$ cat src/rtl/tsbus_pkg.sv
// Shared types and helpers for the tri-state bus port controller.
//   state_e : port FSM states
//   clog2   : ceiling log2 with a floor of 1, used for counter and pointer widths
package tsbus_pkg;

    typedef enum logic [1:0] {
        StIdle   = 2'd0,
        StTurnTx = 2'd1,
        StDrive  = 2'd2,
        StTurnRx = 2'd3
    } state_e;

    // Never returns 0 so a one-value range still gets a legal 1-bit vector.
    function automatic int unsigned clog2(input int unsigned value);
        int unsigned res;
        res = 0;
        for (int unsigned i = 0; i < 32; i++) begin
            if ((64'd1 << res) < 64'(value)) begin
                res = res + 1;
            end
        end
        if (res == 0) begin
            res = 1;
        end
        return res;
    endfunction

endpackage

$ cat src/rtl/tsbus_rx_fifo.sv
// Receive FIFO for beats captured from the far end of the bus.
//   clk_i, rst_ni : clock, asynchronous active-low reset
//   push_i/data_i : write request and beat; ignored when full unless pop_i is also set
//   pop_i         : read request; ignored when empty
//   data_o        : head entry (0 after reset)
//   full_o/empty_o: occupancy flags
module tsbus_rx_fifo
    import tsbus_pkg::*;
#(
    parameter int unsigned W     = 8,
    parameter int unsigned DEPTH = 4
) (
    input  logic         clk_i,
    input  logic         rst_ni,
    input  logic         push_i,
    input  logic [W-1:0] data_i,
    input  logic         pop_i,
    output logic [W-1:0] data_o,
    output logic         full_o,
    output logic         empty_o
);

    localparam int unsigned AW     = clog2(DEPTH);
    localparam logic [AW:0] PtrOne = (AW + 1)'(1);

    // One extra pointer bit distinguishes full from empty when the indices match.
    logic [AW:0]  wr_ptr_q, wr_ptr_d;
    logic [AW:0]  rd_ptr_q, rd_ptr_d;
    logic [W-1:0] mem_q [DEPTH];
    logic         wr_en;
    logic         rd_en;

    assign full_o  = (wr_ptr_q[AW] != rd_ptr_q[AW]) &&
                     (wr_ptr_q[AW-1:0] == rd_ptr_q[AW-1:0]);
    assign empty_o = (wr_ptr_q == rd_ptr_q);
    assign data_o  = mem_q[rd_ptr_q[AW-1:0]];

    // A pop in the same cycle frees the slot, so a full FIFO may still accept.
    assign wr_en = push_i && (!full_o || pop_i);
    assign rd_en = pop_i && !empty_o;

    always_comb begin
        wr_ptr_d = wr_ptr_q;
        rd_ptr_d = rd_ptr_q;
        if (wr_en) begin
            wr_ptr_d = wr_ptr_q + PtrOne;
        end
        if (rd_en) begin
            rd_ptr_d = rd_ptr_q + PtrOne;
        end
    end

    always_ff @(posedge clk_i or negedge rst_ni) begin
        if (!rst_ni) begin
            wr_ptr_q <= '0;
            rd_ptr_q <= '0;
            for (int i = 0; i < int'(DEPTH); i++) begin
                mem_q[i] <= '0;
            end
        end else begin
            wr_ptr_q <= wr_ptr_d;
            rd_ptr_q <= rd_ptr_d;
            if (wr_en) begin
                mem_q[wr_ptr_q[AW-1:0]] <= data_i;
            end
        end
    end

endmodule

$ cat src/rtl/tsbus_port_ctrl.sv
// Controller for one end of a shared half-duplex tri-state bus built from bus-switch cells.
// Drives the cell enable and launch values, enforces turnaround gaps around every drive
// window and captures far-end beats into a receive FIFO.
//   clk_i, rst_ni              : clock, asynchronous active-low reset
//   bus_in_i, bus_vld_in_i     : resolved bus data / strobe from the pads
//   bus_out_o, bus_vld_out_o   : launched data / strobe (registered)
//   bus_oe_o                   : enable for all bus-switch cells (registered)
//   tx_req_i, tx_data_i        : core transmit request and beat
//   tx_ack_o                   : beat consumed this cycle (combinational)
//   rx_data_o, rx_vld_o        : receive FIFO head / non-empty
//   rx_rdy_i                   : core pops head when rx_vld_o && rx_rdy_i
//   rx_ovf_o                   : sticky, a captured beat was dropped
module tsbus_port_ctrl
    import tsbus_pkg::*;
#(
    parameter int unsigned W     = 8,
    parameter int unsigned DEPTH = 4,
    parameter int unsigned TURN  = 2
) (
    input  logic         clk_i,
    input  logic         rst_ni,
    input  logic [W-1:0] bus_in_i,
    input  logic         bus_vld_in_i,
    output logic [W-1:0] bus_out_o,
    output logic         bus_vld_out_o,
    output logic         bus_oe_o,
    input  logic         tx_req_i,
    input  logic [W-1:0] tx_data_i,
    output logic         tx_ack_o,
    output logic [W-1:0] rx_data_o,
    output logic         rx_vld_o,
    input  logic         rx_rdy_i,
    output logic         rx_ovf_o
);

    localparam int unsigned   CW      = clog2(TURN);
    localparam logic [CW-1:0] CntLast = CW'(TURN - 1);
    localparam logic [CW-1:0] CntOne  = CW'(1);

    state_e       state_q, state_d;
    logic [CW-1:0] cnt_q, cnt_d;
    logic         bus_oe_q, bus_oe_d;
    logic         bus_vld_out_q, bus_vld_out_d;
    logic [W-1:0] bus_out_q, bus_out_d;
    logic         rx_ovf_q, rx_ovf_d;
    logic         tx_ack;

    logic         rx_push;
    logic         rx_pop;
    logic         rx_full;
    logic         rx_empty;

    always_comb begin
        state_d = state_q;
        cnt_d   = cnt_q;
        tx_ack  = 1'b0;
        unique case (state_q)
            StIdle: begin
                if (tx_req_i && !bus_vld_in_i) begin
                    state_d = StTurnTx;
                    cnt_d   = '0;
                end
            end
            StTurnTx: begin
                // Far end started driving: yield, keep the request pending.
                if (bus_vld_in_i) begin
                    state_d = StIdle;
                end else if (cnt_q == CntLast) begin
                    state_d = StDrive;
                end else begin
                    cnt_d = cnt_q + CntOne;
                end
            end
            StDrive: begin
                if (tx_req_i) begin
                    tx_ack = 1'b1;
                end else begin
                    state_d = StTurnRx;
                    cnt_d   = '0;
                end
            end
            StTurnRx: begin
                if (cnt_q == CntLast) begin
                    state_d = StIdle;
                end else begin
                    cnt_d = cnt_q + CntOne;
                end
            end
            default: begin
                state_d = StIdle;
            end
        endcase

        // Enable follows the drive window: rises on entry, falls on the release edge.
        bus_oe_d      = (state_d == StDrive);
        bus_vld_out_d = tx_ack;
        bus_out_d     = tx_ack ? tx_data_i : bus_out_q;
    end

    // Own strobe echoes back while driving, so capture is suppressed in StDrive.
    assign rx_push = bus_vld_in_i && (state_q != StDrive);
    assign rx_pop  = !rx_empty && rx_rdy_i;

    always_comb begin
        rx_ovf_d = rx_ovf_q;
        if (rx_push && rx_full && !rx_pop) begin
            rx_ovf_d = 1'b1;
        end
    end

    always_ff @(posedge clk_i or negedge rst_ni) begin
        if (!rst_ni) begin
            state_q       <= StIdle;
            cnt_q         <= '0;
            bus_oe_q      <= 1'b0;
            bus_vld_out_q <= 1'b0;
            bus_out_q     <= '0;
            rx_ovf_q      <= 1'b0;
        end else begin
            state_q       <= state_d;
            cnt_q         <= cnt_d;
            bus_oe_q      <= bus_oe_d;
            bus_vld_out_q <= bus_vld_out_d;
            bus_out_q     <= bus_out_d;
            rx_ovf_q      <= rx_ovf_d;
        end
    end

    tsbus_rx_fifo #(
        .W     (W),
        .DEPTH (DEPTH)
    ) u_rx_fifo (
        .clk_i   (clk_i),
        .rst_ni  (rst_ni),
        .push_i  (rx_push),
        .data_i  (bus_in_i),
        .pop_i   (rx_pop),
        .data_o  (rx_data_o),
        .full_o  (rx_full),
        .empty_o (rx_empty)
    );

    assign bus_oe_o      = bus_oe_q;
    assign bus_vld_out_o = bus_vld_out_q;
    assign bus_out_o     = bus_out_q;
    assign tx_ack_o      = tx_ack;
    assign rx_vld_o      = !rx_empty;
    assign rx_ovf_o      = rx_ovf_q;

endmodule
$ cat config.mk
export PLATFORM = sky130hd
export DESIGN_NAME = tsbus_port_ctrl
export DESIGN_NICKNAME = d
export VERILOG_FILES = /design/src/rtl/tsbus_pkg.sv /design/src/rtl/tsbus_rx_fifo.sv /design/src/rtl/tsbus_port_ctrl.sv
export SDC_FILE = /design/constraint.sdc
export NUM_CORES = 1
export LEC_CHECK = 0
export CORE_MARGIN = 3
export CORE_UTILIZATION = 45
export CTS_CLUSTER_SIZE = 14
export DETAILED_ROUTE_END_ITERATION = 7
export PLACE_DENSITY = 0.75
export SLEW_MARGIN = 20
export SYNTH_ARGS = -nofsm -noshare
export SYNTH_HDL_FRONTEND = slang
export SYNTH_HIERARCHICAL = 1
export SYNTH_SLANG_ARGS = --single-unit
$ cat constraint.sdc
create_clock -name clk_i -period 3 [get_ports clk_i]
set_input_delay 0.3 -clock clk_i [delete_from_list [all_inputs] [get_ports clk_i]]
set_output_delay 0.3 -clock clk_i [all_outputs]
set_load 0.02 [all_outputs]
==> metrics.yaml <==
status: "complete, no violations"
fmax_mhz: 383
wire_per_inst_um: 16.9
rr_worst_depth: 7
hold_ws_ns: 0.0989
crit_chain: "xor2_4 -> nor3_1 -> nor2b_1 -> buf_4 -> o41ai_4 -> buf_4 -> mux2_2"
hold_viol_final: 0
final_cell_mix: "52 x dfrtp_1, 40 x clkdlybuf4s50_1, 35 x mux2_2, 10 x buf_4, 8 x mux4_1"
cp-end-kind: "flop"
grt_pass1_wl_um: 8350
cp_max_fo: 13
power_density_nw_per_um2: 1170
p_sw_uw: 1420
area_growth_pct: 24.2
final_common_cell: "dfrtp_1"
coreArea_um2: 5300
port_buffers: 41
finalInstanceArea_um2: 3170
cp_slowest_cell: "dfrtp_1"
layout-drive-gt1-share_pct: 32.7
p_leak_uw: 0.00137
synth_edf_count: 0
worst_pin_slew_ns: 0.823
grt_pass1_vias: 1672
clock-root-buffer: "clkbuf_8"
drt_iter0_drc: 99
cts_setup_buffers: 0
tns_ns: 0
ys_ff_latch: 52
maxCapViolations: 0
r2r_end: "u_rx_fifo/mem_q[9]"
ant_nets: 0
vdd_drop_max_mv: 0.597
clkPwrFrac_pct: 10.6
numClockSinks: 52
p_seq_share_pct: 35.5
clock_latency_ns: 0.29
clock_skew_ns: 0.00809
post-route-min-period_ns: 2.61
drt-total-wl_um: 4850
antenna_found_initial: 0
place_hpwl_um: 3640
ys_warn_count: 6
grtUsageTotal_pct: 16.7
synth_nets: 189
synth_area_per_cell_um2: 15.7
internal_power_uw: 2300
setup_viol_count_final: 0
slew_headroom_pct: 45.1
cts_tree: "built"
slowest_delay_ns: 0.69
syn_inst: 163
num_rows: 26
htreeDepth: 2
cts_buffers: 5
clk_pin_slew_ns: 0.09
insertedDiodeCount: 0
rsz0062_at_grt: "false"
synthFlopType: "dfrtp_1"
p_comb_share_pct: 53.9
grt_max_degree: 39
gp_congestion: 0.765
worstPathRequired_ns: 3.18
placed_cell_area_um2: 3080
vias: 1547
nNetsFinal: 242
syn_area_um2: 2560
cp_common_cell: "buf_4"
die_x_um: 81.4
cts_buffer_depth: 2
yosysUniqueCellTypes: 38
grt_overflow_total: 0
die_area_um2: 6620
slew_violations: 0
ctsHoldBuffers: 0
setup.worst_path.class: "reg2reg"
startpoint_type: "flop"
dr.pass1.iters: 4
r2r_setup_slack_ns: 0.39
die_y_um: 81.4
ios: 42
async_flop_share_pct: 100
drcViolationCount: 0
vias_per_cell: 5.39
period_share_pct: 87.1
holdCritPathClass: "in2async"
swShare_pct: 38.1
arrival_ns: 2.79
ctsResizeCount: 0
start_util_pct: 48.2
synth_seq_area_share_pct: 50.9
regToRegStartpoint: "u_rx_fifo/rd_ptr_q[1]"
==> how the worst max path moves through the flow <==
stage | start | endpoint | cells past startpoint
after floorplan | u_rx_fifo/rd_ptr_q[1] | u_rx_fifo/mem_q[10] | 8
after global placement | u_rx_fifo/rd_ptr_q[1] | u_rx_fifo/mem_q[15] | 7
after detailed placement | u_rx_fifo/rd_ptr_q[1] | u_rx_fifo/mem_q[9] | 7
after CTS | u_rx_fifo/rd_ptr_q[1] | u_rx_fifo/mem_q[9] | 7
after global routing | u_rx_fifo/rd_ptr_q[1] | u_rx_fifo/mem_q[7] | 7
final | u_rx_fifo/rd_ptr_q[1] | u_rx_fifo/mem_q[9] | 7
==> worst max-delay path: cells and delay by family (launching register included) <==
family	cells	cell delay [ns]
mux	1	0.34
simple gates	2	0.38
xor+xnor	1	0.27
flops	1	0.69
buf+inv	2	0.41
compound gates	1	0.39
==> flip-flops by register name, indices dropped and copies added (netlist names) <==
name,flops
u_rx_fifo/mem_q,32
bus_vld_out_o,1
bus_oe_o,1
u_rx_fifo/rd_ptr_q,3
u_rx_fifo/wr_ptr_q,3
cnt_q,1
state_q,2
rx_ovf_o,1
bus_out_o,8
==> kinds of logic (layout without fill, tap and decap cells) <==
logic type	Yosys count	in the layout	share of synthesized area [%]
AO/OA/AOI/OAI	17	17	8.18
XOR/XNOR	6	6	3.38
adder cells (fa/ha/maj)	5	5	2.45
buffers and inverters	11	65	2.54
flip-flops	52	52	50.9
multiplexers	50	50	27.8
AND/OR/NAND/NOR	22	22	4.80
==> layout make-up <==
| class | instances | area (um2) |
|---|---|---|
| multi-input cells | 100 | 1190 |
| well taps | 70 | 87.6 |
| inverters | 6 | 22.5 |
| flip-flops and latches | 52 | 1300 |
| clock buffers | 6 | 82.6 |
| clock inverters | 2 | 10.0 |
| fillers | 422 | 2130 |
| repair buffers | 51 | 480 |
==> per-layer routing <==
metal	global-route usage [%]	vias up	routed length, um
li1	-	714	-
met1	21.8	797	2010
met2	28.5	27	2640
met3	3.10	9	129
met4	4.56	0	76
met5	0	-	0
==> synthesized netlist by cell type, types with 3 or more instances <==
library cell	instances	share of area, %
buf_6	3	1.3
inv_1	6	0.88
and2_1	4	0.98
mux2_2	35	15
mux2_4	7	4.1
ha_1	5	2.4
o41ai_4	4	4.3
nand2_1	5	0.73
mux4_1	8	8.2
o311ai_0	3	1.0
dfrtp_1	52	51
==> per-stage QoR <==
stage | cells | util [%] | total power, uW | worst slack [ns]
2_1_floorplan | 163 | - | 2650 | 0.525
3_3_place_gp | 279 | 58.1 | 3250 | 0.495
3_5_place_dp | 279 | 58.1 | 3350 | 0.410
4_1_cts | 287 | 59.9 | 3760 | 0.384
5_1_grt | 287 | 59.9 | 3980 | 0.195
6_report | 287 | 59.9 | 3720 | 0.388
==> power by group through the flow <==
| stage | Clock [uW] | Sequential [uW] | Combinational, uW |
|---|---|---|---|
| after detailed placement | 0 | 1330 | 2020 |
| after CTS | 407 | 1320 | 2030 |
| final | 394 | 1320 | 2000 |
| after floorplan | 0 | 1320 | 1320 |
| after global placement | 0 | 1310 | 1950 |
| after global routing | 446 | 1370 | 2160 |
(Power assumes the default switching activity.)
==> RTL change: new RTL, same flow settings <==
Change the parameter `TURN` from 2 to 1.
--- a/src/rtl/tsbus_port_ctrl.sv
+++ b/src/rtl/tsbus_port_ctrl.sv
@@ -16,5 +16,5 @@
     parameter int unsigned W     = 8,
     parameter int unsigned DEPTH = 4,
-    parameter int unsigned TURN  = 2
+    parameter int unsigned TURN  = 1
 ) (
     input  logic         clk_i,
Function: changed (a bounded check fails within 4 cycles, from zero or initial values and one cycle with rst_ni low).
==> RTL change against the unedited design <==
Maximum frequency fell by 1.1%; non-clock buffer count is 3 lower; final cell count is 4.2% lower; area after synthesis shrank 2.3%; routed wire length is 1.3% higher; critical endpoint is now u_rx_fifo/mem_q[10]$_DFFE_PN0P_; largest power group unchanged; final area is 1.7% lower; worst hold slack lost 98 ps; setup slack worse by 29 ps; power up 1.3%; highest routed layer unchanged; sequential cell count is 1 lower; largest cell class unchanged.
==> RTL change: results (changes against the unedited design) <==
[worst_setup_path]
slowest_stage = o41ai_4
critPathMaxStageDelay_ps = 810  ; +120 ps
cp_top_family = compound AO/OA/AOI/OAI gates
critPathArrivalTime_ps = 2830  ; +40 ps
reg2regPathDepth = 6  ; -1

[logic_synthesis]
synth_cell_types = 32  ; -16%
synthMuxAreaShare = 0.2856  ; +0.008038
synth_area_leaders = dfrtp_1, mux2_2, mux4_1
syn-mean-instance-area_um2 = 16.22  ; +3.4%
synth-compound-area-share = 0.07565  ; -0.006091
synth-xor-area-share = 0.03457  ; +0.0007953
syn-num-nets = 180  ; -4.8%
synthAdderAreaFrac = 0.02505  ; +0.0005763
synth_common_cells = dfrtp_1, mux2_2, mux2_4, mux4_1
synth-seq-area-share = 0.5110  ; +0.001967
async_reset_ff_frac = 1.000  ; unchanged

[final_layout]
final_layout_size_suffix_gt1_frac = 0.3220  ; -0.005238
diodes = 0  ; unchanged
fin_nets = 230  ; -5.0%

[drt]
first_iter_violations = 105  ; +6.1%
finalWirelength_mm = 4.917  ; +1.3%
wl_per_cell_um = 17.88  ; +5.7%
vias = 1482  ; -4.2%

[placed_design]
hpwlAfterDp_mm = 3.510  ; -3.6%
place_area_mm2 = 0.003000  ; -2.6%
gp_congestion = 0.8424  ; +10%
dp_cells = 267  ; -4.3%
place_ws_ps = 363.9  ; -46.26 ps

[power]
switching_power_uw = 1413  ; -0.36%
leakagePower_uw = 0.001348  ; -1.8%
ir_drop_mv = 0.8148  ; +36%

[global_route]
grt_pass1_vias = 1641  ; -1.9%
grt_pass1_wl_mm = 8.190  ; -1.9%
track_usage = 0.1668  ; -0.0004325
grt_max_degree = 52  ; +33%

[clocking]
cts.path.max_buffers = 2  ; unchanged
path_clk_slew_ps = 90  ; about the same
clkSinkCount = 51  ; -1.9%

[sta]
relSlewSlack = 0.5060  ; +0.05490
finalClockSkew_ps = 7.791  ; -0.2988 ps

[outcome]
status = complete, no violations

-- RTL change: changes by cell type after synthesis, sizes merged, moves of 2 or more --
cell	before	now
nand2	6	3
or3b	0	2
nor2	2	0
nor2b	3	0
-- RTL change: layout make-up --
class                           count  area, um^2
Clock inverter                      2       35.03
Clock buffer                        6       82.58
Multi-Input combinational cell     92        1156
Inverter                            6       22.52
Timing Repair Buffer               48       460.4
Fill cell                         410        2117
Sequential cell                    51        1276
Tap cell                           70       87.58
-- RTL change: final timing paths --
path,startpoint,endpoint,slack [ps]
max,u_rx_fifo/wr_ptr_q[0]$_DFFE_PN0P_,u_rx_fifo/mem_q[10]$_DFFE_PN0P_,360
max in group asynchronous,rst_ni,u_rx_fifo/mem_q[3]$_DFFE_PN0P_,2570
min in group clk_i,state_q[0]$_DFF_PN0_,state_q[0]$_DFF_PN0_,480
min reg2reg,state_q[0]$_DFF_PN0_,state_q[0]$_DFF_PN0_,480
max reg2reg,u_rx_fifo/wr_ptr_q[0]$_DFFE_PN0P_,u_rx_fifo/mem_q[10]$_DFFE_PN0P_,360
min,rst_ni,bus_oe_o$_DFF_PN0_,1
-- RTL change: routing by layer --
layer,GRT usage,share of wire,vias to the layer above
li1,-,-,677
met1,0.2139,0.42,776
met2,0.2790,0.54,21
met3,0.03587,0.027,8
met4,0.05743,0.013,0
met5,0,0,-
-- RTL change: power by group through the flow --
| stage | clock [uW] | sequential (uW) | combinational (uW) |
|---|---|---|---|
| 2_1_floorplan | 0 | 1280 | 1300 |
| 3_3_place_gp | 0 | 1240 | 1950 |
| 3_5_place_dp | 0 | 1270 | 2020 |
| 4_1_cts | 504 | 1260 | 2030 |
| 5_1_grt | 537 | 1300 | 2150 |
| 6_report | 488 | 1260 | 2020 |
